<file path="config.mk">
export PLATFORM = sky130hd
export DESIGN_NAME = muldiv_sched_flat
export DESIGN_NICKNAME = d
export VERILOG_FILES = /design/src/rtl/muldiv_if.sv /design/src/rtl/muldiv_sched.sv /design/src/flat_wrapper.sv
export SDC_FILE = /design/constraint.sdc
export NUM_CORES = 1
export LEC_CHECK = 0
export BUFFER_PORTS_ARGS = -buffer_cell sky130_fd_sc_hd__buf_2
export CORE_MARGIN = 4
export CORE_UTILIZATION = 60
export CTS_CLUSTER_SIZE = 14
export DETAILED_ROUTE_END_ITERATION = 7
export HOLD_SLACK_MARGIN = 0.03
export PLACE_DENSITY = 0.78
export SYNTH_ARGS = -nofsm -noshare
export SYNTH_HDL_FRONTEND = slang
export SYNTH_SLANG_ARGS = --single-unit
</file>
<file path="constraint.sdc">
create_clock -name clk -period 10.07 [get_ports clk]
set_input_delay 1.007 -clock clk [delete_from_list [all_inputs] [get_ports clk]]
set_output_delay 1.007 -clock clk [all_outputs]
set_load 0.05 [all_outputs]
</file>
<file path="src/rtl/muldiv_if.sv">
// Operand/result handshake between the EX stage and the mul/div sequencer.
interface muldiv_if #(
    parameter int WORD = 32
);
    logic            start;
    logic [2:0]      op;
    logic [WORD-1:0] src0;
    logic [WORD-1:0] src1;
    logic            flush;
    logic            stall;
    logic            done;
    logic [WORD-1:0] result;

    modport master (output start, op, src0, src1, flush, input stall, done, result);
    modport slave  (input start, op, src0, src1, flush, output stall, done, result);
endinterface

</file>
<file path="src/rtl/muldiv_sched.sv">
// Iterative shift-add multiplier / restoring divider sequencer beside EX.
// Define MULDIV_DIV_EN to build the divider; otherwise divide ops return 0 in one cycle.
//
// state | meaning
// IDLE  | waiting for start; captures operand magnitudes and sign flags
// BUSY  | one multiply or divide iteration per cycle, WORD cycles
// DONE  | result presented with done=1 for one cycle
module muldiv_sched #(
    parameter int WORD = 32
) (
    input  logic     clk,
    input  logic     rst,
    muldiv_if.slave  bus
);
    localparam int CNT_W = $clog2(WORD);

    typedef enum logic [1:0] {IDLE, BUSY, DONE} state_t;

    state_t            state;
    logic [CNT_W-1:0]  cnt;
    logic [2*WORD-1:0] acc;
    logic [WORD-1:0]   b_reg;
    logic [2:0]        op_r;
    logic              neg_a;
    logic              neg_b;

    logic              in_signed;
    logic              in_sa;
    logic              in_sb;
    logic [WORD-1:0]   mag_a;
    logic [WORD-1:0]   mag_b;
    logic [WORD:0]     mul_sum;
    logic [2*WORD-1:0] mul_next;
    logic [2*WORD-1:0] acc_next;
    logic [2*WORD-1:0] prod_s;
    logic [WORD-1:0]   mul_sel;
    logic [WORD-1:0]   fin_result;
    logic              last_iter;

    assign bus.stall = ~bus.flush & (((state == IDLE) & bus.start) | (state == BUSY));
    assign last_iter = (cnt == CNT_W'(WORD - 1));

    // 010, 110 and 111 are the unsigned ops; the reserved 011 behaves as MUL.W.
    assign in_signed = ~(bus.op[1] & (bus.op[2] | ~bus.op[0]));
    assign in_sa     = in_signed & bus.src0[WORD-1];
    assign in_sb     = in_signed & bus.src1[WORD-1];
    assign mag_a     = in_sa ? -bus.src0 : bus.src0;
    assign mag_b     = in_sb ? -bus.src1 : bus.src1;

    always_comb begin
        mul_sum  = {1'b0, acc[2*WORD-1:WORD]} + (acc[0] ? {1'b0, b_reg} : '0);
        mul_next = {mul_sum, acc[WORD-1:1]};
        prod_s   = (neg_a ^ neg_b) ? -mul_next : mul_next;
        mul_sel  = (op_r[1:0] == 2'b01 || op_r[1:0] == 2'b10) ? prod_s[2*WORD-1:WORD]
                                                             : prod_s[WORD-1:0];
    end

`ifdef MULDIV_DIV_EN
    logic [WORD:0]     trial;
    logic [2*WORD-1:0] div_next;
    logic [WORD-1:0]   quot_s;
    logic [WORD-1:0]   rem_s;

    // Remainder lives in the upper half, dividend/quotient shifts through the lower half.
    always_comb begin
        trial    = {acc[2*WORD-1:WORD], acc[WORD-1]} - {1'b0, b_reg};
        div_next = trial[WORD] ? {acc[2*WORD-2:0], 1'b0}
                               : {trial[WORD-1:0], acc[WORD-2:0], 1'b1};
        quot_s   = (neg_a ^ neg_b) ? -div_next[WORD-1:0] : div_next[WORD-1:0];
        rem_s    = neg_a ? -div_next[2*WORD-1:WORD] : div_next[2*WORD-1:WORD];
        acc_next = op_r[2] ? div_next : mul_next;
        fin_result = op_r[2] ? (op_r[0] ? rem_s : quot_s) : mul_sel;
    end
`else
    always_comb begin
        acc_next   = mul_next;
        fin_result = op_r[2] ? '0 : mul_sel;
    end
`endif

    always_ff @(posedge clk or posedge rst) begin
        if (rst) begin
            state      <= IDLE;
            cnt        <= '0;
            acc        <= '0;
            b_reg      <= '0;
            op_r       <= '0;
            neg_a      <= 1'b0;
            neg_b      <= 1'b0;
            bus.done   <= 1'b0;
            bus.result <= '0;
        end else if (bus.flush) begin
            state    <= IDLE;
            bus.done <= 1'b0;
        end else begin
            case (state)
                IDLE: begin
                    bus.done <= 1'b0;
                    if (bus.start) begin
                        op_r  <= bus.op;
                        neg_a <= in_sa;
                        neg_b <= in_sb;
                        b_reg <= mag_b;
                        acc   <= {{WORD{1'b0}}, mag_a};
                        cnt   <= '0;
`ifdef MULDIV_DIV_EN
                        if (bus.op[2] && bus.src1 == '0) begin
                            bus.result <= bus.op[0] ? bus.src0 : '1;
                            bus.done   <= 1'b1;
                            state      <= DONE;
                        end else begin
                            state <= BUSY;
                        end
`else
                        if (bus.op[2]) begin
                            bus.result <= '0;
                            bus.done   <= 1'b1;
                            state      <= DONE;
                        end else begin
                            state <= BUSY;
                        end
`endif
                    end
                end
                BUSY: begin
                    acc <= acc_next;
                    cnt <= cnt + 1'b1;
                    if (last_iter) begin
                        bus.result <= fin_result;
                        bus.done   <= 1'b1;
                        state      <= DONE;
                    end
                end
                DONE: begin
                    bus.done <= 1'b0;
                    state    <= IDLE;
                end
                default: begin
                    bus.done <= 1'b0;
                    state    <= IDLE;
                end
            endcase
        end
    end
endmodule

</file>
<file path="src/flat_wrapper.sv">
// flat-port wrapper written by rule: the top's interface ports become plain ports
module muldiv_sched_flat 
#(
    parameter int WORD = 32
)
  (clk, rst, bus_start, bus_op, bus_src0, bus_src1, bus_flush, bus_stall, bus_done, bus_result);
  muldiv_if #(.WORD(WORD)) bus_i ();
  input  logic clk;
  input  logic rst;
  input wire logic [$bits(bus_i.start)-1:0] bus_start;
  input wire logic [$bits(bus_i.op)-1:0] bus_op;
  input wire logic [$bits(bus_i.src0)-1:0] bus_src0;
  input wire logic [$bits(bus_i.src1)-1:0] bus_src1;
  input wire logic [$bits(bus_i.flush)-1:0] bus_flush;
  output wire logic [$bits(bus_i.stall)-1:0] bus_stall;
  output wire logic [$bits(bus_i.done)-1:0] bus_done;
  output wire logic [$bits(bus_i.result)-1:0] bus_result;
  assign bus_i.start = bus_start;
  assign bus_i.op = bus_op;
  assign bus_i.src0 = bus_src0;
  assign bus_i.src1 = bus_src1;
  assign bus_i.flush = bus_flush;
  assign bus_stall = bus_i.stall;
  assign bus_done = bus_i.done;
  assign bus_result = bus_i.result;
  muldiv_sched #(.WORD(WORD)) u_core (.clk(clk), .rst(rst), .bus(bus_i));
endmodule
</file>
After elaboration in Yosys (flattened, before gate mapping)
Cells that the tools add are included.
{"block": "totals", "regBits": 141, "in_bits": 71, "word_cells": 65}
{"block": "op_classes", "add_sub_neg": 5, "n_eq_ne": 9, "muxes": 24, "bitwise": 11, "reduce_logical": 7}
{"operator": "$mux W32", "count": 8}
{"operator": "$mux W64", "count": 2}
{"operator": "$pmux W64 S2", "count": 1}
{"operator": "$neg A32 Y32", "count": 2}
{"operator": "$neg A64 Y64", "count": 1}
{"operator": "$pmux W32 S2", "count": 1}
{"operator": "$add A32 B33 Y33", "count": 1}
{"operator": "$pmux W5 S2", "count": 1}
{"operator": "$mux W2", "count": 4}
{"operator": "$reduce_and A3 Y1", "count": 2}
{"operator": "$add A5 B1 Y5 const B", "count": 1}
{"operator": "$and A1 B1 Y1", "count": 5}
{"operator": "$eq A5 B5 Y1 const B", "count": 1}
{"operator": "$mux W5", "count": 1}
{"operator": "$reduce_and A5 Y1", "count": 1}
{"operator": "$eq A2 B1 Y1 const B", "count": 2}
{"operator": "$mux W1", "count": 4}
{"operator": "$ne A2 B2 Y1 const B", "count": 2}
{"operator": "$pmux W2 S2", "count": 1}
{"operator": "$ne A3 B2 Y1 const B", "count": 1}
{"operator": "$ne A3 B3 Y1 const B", "count": 1}
{"operator": "$not A1 Y1", "count": 3}
{"operator": "$eq A2 B2 Y1 const B", "count": 1}
{"operator": "$logic_not A2 Y1", "count": 1}
{"operator": "other kinds (7)", "count": 8}

Logic depth before layout (Yosys ltp)
Gate-level depths: netlist (run 1).
{"block": "logic_depth", "word_depth": 8, "depth_mapped": 14, "depth_no_buf": 13}

Worst setup path before layout (run 1)
No wires, ideal clock.
{"block": "synth_path", "path_type": "reg-to-reg", "from": "reg u_core.acc[0]", "to": "reg u_core.bus.result[25]", "setup_time_ns": 0.127, "t_arrival_ns": 4.024, "t_required_ns": 9.943, "path_slack_ns": 5.919, "path_stages_with_launch": 15, "n_path_buf": 1, "path_cell_list": "dfrtp_1 clkbuf_1 and2_1 ha_1 fa_1 a21oi_2 nor3_1 or4b_4 or3_4 nor3_1 nand4_1 or4_1 o41a_1 xnor2_1 o21ai_1"}
{"block": "synth_between", "elab_chain_len": 8}
{"element": "start, declared", "line": "muldiv_sched.sv:21", "rtl": "logic [2*WORD-1:0] acc;"}
{"element": "start signal, assigned", "line": "muldiv_sched.sv:104", "rtl": "acc <= {{WORD{1'b0}}, mag_a};"}
{"element": "start signal, assigned", "line": "muldiv_sched.sv:126", "rtl": "acc <= acc_next;"}
{"element": "$mux W32 (*)", "line": "muldiv_sched.sv:51", "rtl": "mul_sum = {1'b0, acc[2*WORD-1:WORD]} + (acc[0] ? {1'b0, b_reg} : '0);"}
{"element": "$add A32 B33 Y33 (*)", "line": "muldiv_sched.sv:51"}
{"element": "$neg A64 Y64", "line": "muldiv_sched.sv:53", "rtl": "prod_s = (neg_a ^ neg_b) ? -mul_next : mul_next;"}
{"element": "$mux W64 (*)", "line": "muldiv_sched.sv:53"}
{"element": "$mux W32 (*)", "line": "muldiv_sched.sv:54", "rtl": "mul_sel = (op_r[1:0] == 2'b01 || op_r[1:0] == 2'b10) ? prod_s[2*WORD-1:WORD]"}
{"element": "$mux W32 (*)", "line": "muldiv_sched.sv:77", "rtl": "fin_result = op_r[2] ? '0 : mul_sel;"}
{"element": "$mux W32 (*)", "line": "muldiv_sched.sv:128", "rtl": "if (last_iter) begin"}
{"element": "$pmux W32 S2 (*)", "line": "muldiv_sched.sv:96", "rtl": "case (state)"}
{"element": "end signal, assigned", "line": "muldiv_sched.sv:129", "rtl": "bus.result <= fin_result;"}
{"element": "end, declared", "line": "muldiv_if.sv:15", "rtl": "modport slave (input start, op, src0, src1, flush, output stall, done, result);"}
Every way passes the cells marked *; elsewhere a longest branch is shown, timed or not. The select of a mux whose other input is x is not followed.
A chain may end at the register's enable or synchronous reset.

Worst setup path after layout (run 1)
Same ends and word-level chain as after synthesis.

==> results of run 1 <==
-- cell usage after synthesis, drive strengths merged, types with 36 or more instances --
cell type | n | area [µm²]
a21oi | 75 | 390
a22o | 36 | 317
a22oi | 45 | 338
and2 | 43 | 269
clkbuf | 53 | 219
dfrtp | 141 | 3530
ha | 37 | 463
nand2 | 139 | 524
nor2 | 82 | 315
o21ai | 161 | 813
xnor2 | 82 | 718
xor2 | 62 | 543
-- cell families after synthesis --
kind of cell / count (synthesis) / share of synthesized area
compound gates: 427 / 0.264
simple gates: 407 / 0.196
mux: 4 / 0.00376
fa+ha+maj: 38 / 0.0453
flops: 141 / 0.331
buf+inv: 101 / 0.0426
xor+xnor: 144 / 0.118
-- power by group through the flow --
| stage | Clock [µW] | Combinational, µW | Sequential (µW) |
|---|---|---|---|
| after global placement | 0 | 853 | 779 |
| after detailed placement | 0 | 870 | 781 |
| after floorplan | 0 | 621 | 781 |
| final | 599 | 885 | 780 |
| after CTS | 600 | 874 | 772 |
| after global routing | 625 | 964 | 788 |
-- final timing paths --
check                                              to  depth (start not counted)                   from
worst min register to register  u_core.bus.result[15]                          1  u_core.bus.result[15]
worst max-delay path            u_core.bus.result[25]                         13          u_core.acc[0]
worst max register to register  u_core.bus.result[25]                         13          u_core.acc[0]
max in group asynchronous              u_core.acc[59]                          3                    rst
worst min-delay path            u_core.bus.result[15]                          1  u_core.bus.result[15]
min in group asynchronous              u_core.acc[20]                          2                    rst
-- metrics by stage --
stage / hold slack (ns) / util / worst slack [ns] / instance area [µm²] / cells
after floorplan: 0.442 / - / 5.28 / 10700 / 1262
after global routing: 0.497 / 0.682 / 5.08 / 11800 / 1569
after detailed placement: 0.465 / 0.651 / 5.44 / 11300 / 1537
after CTS: 0.479 / 0.682 / 5.43 / 11800 / 1569
after global placement: 0.455 / 0.651 / 5.53 / 11300 / 1537
final: 0.473 / 0.682 / 5.40 / 11800 / 1569
-- cell type report --
cell class	count	area, µm²
tap	225	282
clock inverter	10	78.8
timing repair buffer	117	618
fill	1469	5520
inverter	34	133
multi-input combinational	1020	6730
sequential	141	3530
clock buffer	22	464
-- routing by layer --
layer | up-vias | GRT usage | part of all wire
li1 | 4771 | - | -
met2 | 475 | 0.489 | 0.45
met3 | 61 | 0.0711 | 0.094
met4 | 0 | 0.0898 | 0.021
met5 | - | 0 | 0
met1 | 4871 | 0.472 | 0.44
==> flow_metrics.env, run 1 <==
export IMPL_status="finished, final reports clean"
export IMPL_vias_per_cell=6.49
export IMPL_endpoint_kind="flip-flop"
export IMPL_finClkSkew_ns=0.0161
export IMPL_p_int_uw=1310
export IMPL_sw_frac_of_total=0.420
export IMPL_fp_row_count=48
export IMPL_path_common_cell="nor3_1"
export IMPL_drc=0
export IMPL_maxCapViolCount=0
export IMPL_path_cells="and2_1 > ha_1 > fa_1 > a21oi_2 > nor3_1 > or4b_4 > or3_4 > nor3_1 > nand4_1 > or4_1 > o41a_1 > xnor2_1 > o21ai_1"
export IMPL_p_per_area_nw_per_um2=191
export IMPL_ant_nets=0
export IMPL_rsz0062_at_grt="false"
export IMPL_syn_area_um2=10700
export IMPL_finalCritPeriodShare=0.464
export IMPL_reg2reg_slack_ns=5.40
export IMPL_wl_mm=32.5
export IMPL_fmax_mhz=214
export IMPL_crit_fanout=33
export IMPL_syn_avg_cell_area_um2=8.45
export IMPL_slowest_stage="dfrtp_1"
export IMPL_cts_tree="built"
export IMPL_holdBufCountCts=0
export IMPL_layout_common_cells="o21ai_0 (151), dfrtp_1 (141), nand2_1 (138)"
export IMPL_worstMarginPinSlew_ns=1.25
export IMPL_cp_data_arrival_time_ns=4.97
export IMPL_seqPwrFrac=0.345
export IMPL_dp_hpwl_mm=24.3
export IMPL_htreeDepth=4
export IMPL_grt_pass1_wl_mm=51.1
export IMPL_dieWidth_um=141
export IMPL_vias=10200
export IMPL_p_comb_frac=0.391
export IMPL_numCtsBuffers=17
export IMPL_largest_reg_flops=64
export IMPL_layout_min_cycle_time_ns=4.67
export IMPL_layout_commonest_cell="o21ai_0"
export IMPL_grtUsageTotal=0.324
export IMPL_clkLatencyLatePin_ns=0.44
export IMPL_slew_viol_final=0
export IMPL_cp_num_buf_inv=0
export IMPL_synth_edf_count=0
export IMPL_clockBufferDepth=2
export IMPL_cts_setup_buffers=0
export IMPL_firstDrtPassIters=5
export IMPL_grt_pass1_vias=9242
export IMPL_ys_seq_area_frac=0.331
export IMPL_overflow=0
export IMPL_ys_flop_type="dfrtp_1"
export IMPL_drive_gt1_frac=0.143
export IMPL_synth_cells=1262
export IMPL_required_ns=10.37
export IMPL_ctsResizeCount=0
export IMPL_cp_slowest_stage_delay_ns=0.63
export IMPL_drtIter0Drc=987
export IMPL_path_class="flip-flop to flip-flop"
export IMPL_n_antenna_cell=0
export IMPL_vdd_drop_max_mv=0.137
export IMPL_p_leak_uw=0.00514
export IMPL_io_pins=105
export IMPL_synthArstFlopShare=1.00
export IMPL_ys_types=88
export IMPL_relSlewSlack=0.162
export IMPL_yosys_warnings=0
export IMPL_p_total_uw=2260
export IMPL_path_clk_slew_ns=0.07
export IMPL_switchingPower_uw=952
export IMPL_gp_congestion=1.01
export IMPL_die_h_um=141
export IMPL_clkSinkCount=141
export IMPL_antenna_found_initial=0
export IMPL_hold_path_class="flip-flop to flip-flop"
export IMPL_synth_seq_cells=141
export IMPL_critPathLaunchType="flip-flop"
export IMPL_critPathTopFamily="simple AND/OR/NAND/NOR gates"
export IMPL_finalHoldViolations=0
export IMPL_syn_nets=1371
export IMPL_core_um2=17400
export IMPL_grt_max_degree=100
export IMPL_die_area_um2=20000
export IMPL_clock_power_share=0.265
export IMPL_start_util=0.614
export IMPL_syn2layout_area_growth_pct=11.0
export IMPL_final_setup_viol_count=0
export IMPL_io_buffers=104
export IMPL_cts_root_buf="clkbuf_16"
export IMPL_wl_per_cell_um=20.7
export IMPL_setup_tns_ns=0
export IMPL_nets=1440
Power figures use the tool's default switching activity.
==> inputs of run 2 (changes only) <==
- ABC_AREA: unset -> 1
- CORE_UTILIZATION: 60 -> 56
- PLACE_DENSITY: 0.78 -> 0.76
- clock period: 10.07 -> 4.2 ns (I/O delays scaled with it)
==> run 2 against run 1 <==
  * Cell count increased by 45%
  * Worst setup slack got worse by 4.7 ns
  * Count of clock-buffer cells in the layout decreased by 3
  * Fmax increased by 34%
  * Critical endpoint is now u_core.bus.result[18]
  * Largest power group unchanged
==> flow_metrics.env, run 2 <==
export IMPL_syn_area_um2=12000
export IMPL_clkSinkCount=141
export IMPL_nets=2101
export IMPL_start_util=0.569
export IMPL_dp_hpwl_mm=28.6
export IMPL_yosys_cell_count_top_type="nand2_1"
export IMPL_netlist_area_leader_share=0.295
export IMPL_wl_mm=37.1
export IMPL_firstDrtPassIters=5
export IMPL_setup_tns_ns=0
export IMPL_worstMarginPinSlew_ns=0.809
export IMPL_rsz0062_at_grt="false"
export IMPL_path_cells="nand2_1 > inv_1 > ha_1 > fa_1 > xnor2_1 > nand2_1 > nor3_1 > inv_1 > nor2_2 > nand3_2 > o21ai_4 > nand2_1 > nand2_1 > nand2_1 > o21ai_1 > nand2_1"
export IMPL_core_um2=21000
export IMPL_io_pins=105
export IMPL_syn_nets=2019
export IMPL_finalHoldViolations=0
export IMPL_layout_min_cycle_time_ns=3.47
export IMPL_syn_avg_cell_area_um2=6.26
export IMPL_ant_nets=0
export IMPL_die_area_um2=23700
export IMPL_slew_viol_final=0
export IMPL_yosys_area_top_type="dfrtp_1"
export IMPL_n_antenna_cell=0
export IMPL_required_ns=4.52
export IMPL_cp_slowest_stage_delay_ns=0.62
export IMPL_drive_gt1_frac=0.112
export IMPL_clkLatencyLatePin_ns=0.43
export IMPL_overflow=0
export IMPL_layout_commonest_cell="nand2_1"
export IMPL_grtUsageTotal=0.311
export IMPL_relSlewSlack=0.461
export IMPL_maxCapViolCount=0
export IMPL_grt_max_degree=142
export IMPL_drtIter0Drc=1142
export IMPL_gp_congestion=1.00
export IMPL_final_setup_viol_count=0
export IMPL_grt_pass1_wl_mm=60.0
export IMPL_path_class="flip-flop to flip-flop"
export IMPL_syn2layout_area_growth_pct=11.3
export IMPL_vias=12600
export IMPL_cts_tree="built"
export IMPL_layout_common_cells="nand2_1 (652), inv_1 (257), nor2_1 (170)"
export IMPL_antenna_found_initial=0
export IMPL_holdBufCountCts=0
export IMPL_htreeDepth=4
export IMPL_finClkSkew_ns=0.0118
export IMPL_clockBufferDepth=2
export IMPL_die_h_um=154
export IMPL_synth_edf_count=0
export IMPL_largest_reg_flops=64
export IMPL_drc=0
export IMPL_cp_data_arrival_time_ns=3.79
export IMPL_fp_row_count=53
export IMPL_vdd_drop_max_mv=0.269
export IMPL_numCtsBuffers=17
export IMPL_dieWidth_um=154
export IMPL_crit_fanout=23
export IMPL_critPathLaunchType="flip-flop"
export IMPL_yosys_warnings=0
export IMPL_cts_setup_buffers=0
export IMPL_ys_types=48
export IMPL_wl_per_cell_um=16.3
export IMPL_io_buffers=104
export IMPL_synth_cells=1910
export IMPL_whs_ns=0.170
export IMPL_fmax_mhz=288
export IMPL_synth_seq_cells=141
export IMPL_endpoint_kind="flip-flop"
export IMPL_path_common_cell="nand2_1"
export IMPL_status="finished, final reports clean"
export IMPL_path_clk_slew_ns=0.07
export IMPL_p_per_area_nw_per_um2=459
export IMPL_p_leak_uw=0.00730
export IMPL_grt_pass1_vias=11600
export IMPL_vias_per_cell=5.54
export IMPL_ys_top_cells_by_count="nand2_1 (652), inv_1 (259), nor2_1 (170), nand3_1 (142), dfrtp_1 (141)"
export IMPL_synthArstFlopShare=1.00
export IMPL_ctsResizeCount=0
export IMPL_finalCritPeriodShare=0.827
export IMPL_ys_seq_area_frac=0.295
export IMPL_ys_top_cells_by_area="dfrtp_1 (30%), nand2_1 (20%), inv_1 (8.1%), nand3_1 (5.9%), nor2_1 (5.3%)"
export IMPL_final_cells=2280
export IMPL_ys_flop_type="dfrtp_1"
export IMPL_p_total_uw=6110
export IMPL_slowest_stage="dfrtp_1"
export IMPL_dp_cells=2248
export IMPL_hold_path_class="input port to asynchronous set/reset pin"
export IMPL_cts_root_buf="clkbuf_16"
[run 2: cell count changes after synthesis, moves of 18 or more]
cell,before,now
and2_1,43,3
nand2_1,138,652
a22oi_1,45,0
inv_1,33,259
a22o_1,35,1
nor2_1,81,170
o21ai_0,151,119
nor2_2,0,18
o221ai_1,2,31
xnor2_1,82,22
nand3_1,11,142
xor2_1,62,35
[run 2: final cells by class]
type                            count  area [µm²]
Sequential cell                   141        3530
Timing Repair Buffer              118         638
Clock buffer                       19         433
Tap cell                          275         344
Multi-Input combinational cell   1442        7210
Fill cell                        2008        7720
Inverter                          272        1020
Clock inverter                     13         128
[run 2: final timing paths]
path	start	endpoint	slack, ns	depth (start not counted)
max	u_core.acc[0]	u_core.bus.result[18]	0.73	16
min	rst	u_core.b_reg[19]	0.17	3
max reg2reg	u_core.acc[0]	u_core.bus.result[18]	0.73	16
min reg2reg	u_core.cnt[3]	u_core.cnt[3]	0.47	1
max in group asynchronous	rst	u_core.bus.result[29]	3.39	3
min in group clk	bus_op[0]	u_core.op_r[0]	0.20	3
[run 2: power breakdown]
group	switching [µW]	internal [µW]	leakage, µW
sequential	265	1610	0.00185
clock	685	829	0.000271
combinational	1880	837	0.00519
[run 2: critical path, delay by kind of cell, from the launching register on]
kind            cells  cell delay [ns]
buf+inv             2             0.13
xor+xnor            1             0.39
fa+ha+maj           2             0.69
flops               1             0.62
simple gates        9             1.16
compound gates      2             0.35
[run 2: metal layers]
layer | share of wire | track usage | routed length [µm]
met5 | 0 | 0 | 0
met4 | 0.036 | 0.117 | 1350
met3 | 0.076 | 0.0445 | 2820
met2 | 0.43 | 0.474 | 16100
met1 | 0.45 | 0.450 | 16900
[run 2: cell families after synthesis]
family,share of synthesized area
AO/OA/AOI/OAI,0.128
XOR/XNOR,0.0431
adder cells (fa/ha/maj),0.0404
buffers and inverters,0.104
flip-flops,0.295
multiplexers,0.000837
AND/OR/NAND/NOR,0.388
[run 2: stage by stage]
| step | worst slack (ns) | utilization | cell area (µm²) |
|---|---|---|---|
| 2_1_floorplan | 1.19 | - | 12000 |
| 3_3_place_gp | 0.814 | 0.606 | 12700 |
| 3_5_place_dp | 0.770 | 0.606 | 12700 |
| 4_1_cts | 0.746 | 0.633 | 13300 |
| 5_1_grt | 0.353 | 0.633 | 13300 |
| 6_report | 0.726 | 0.633 | 13300 |
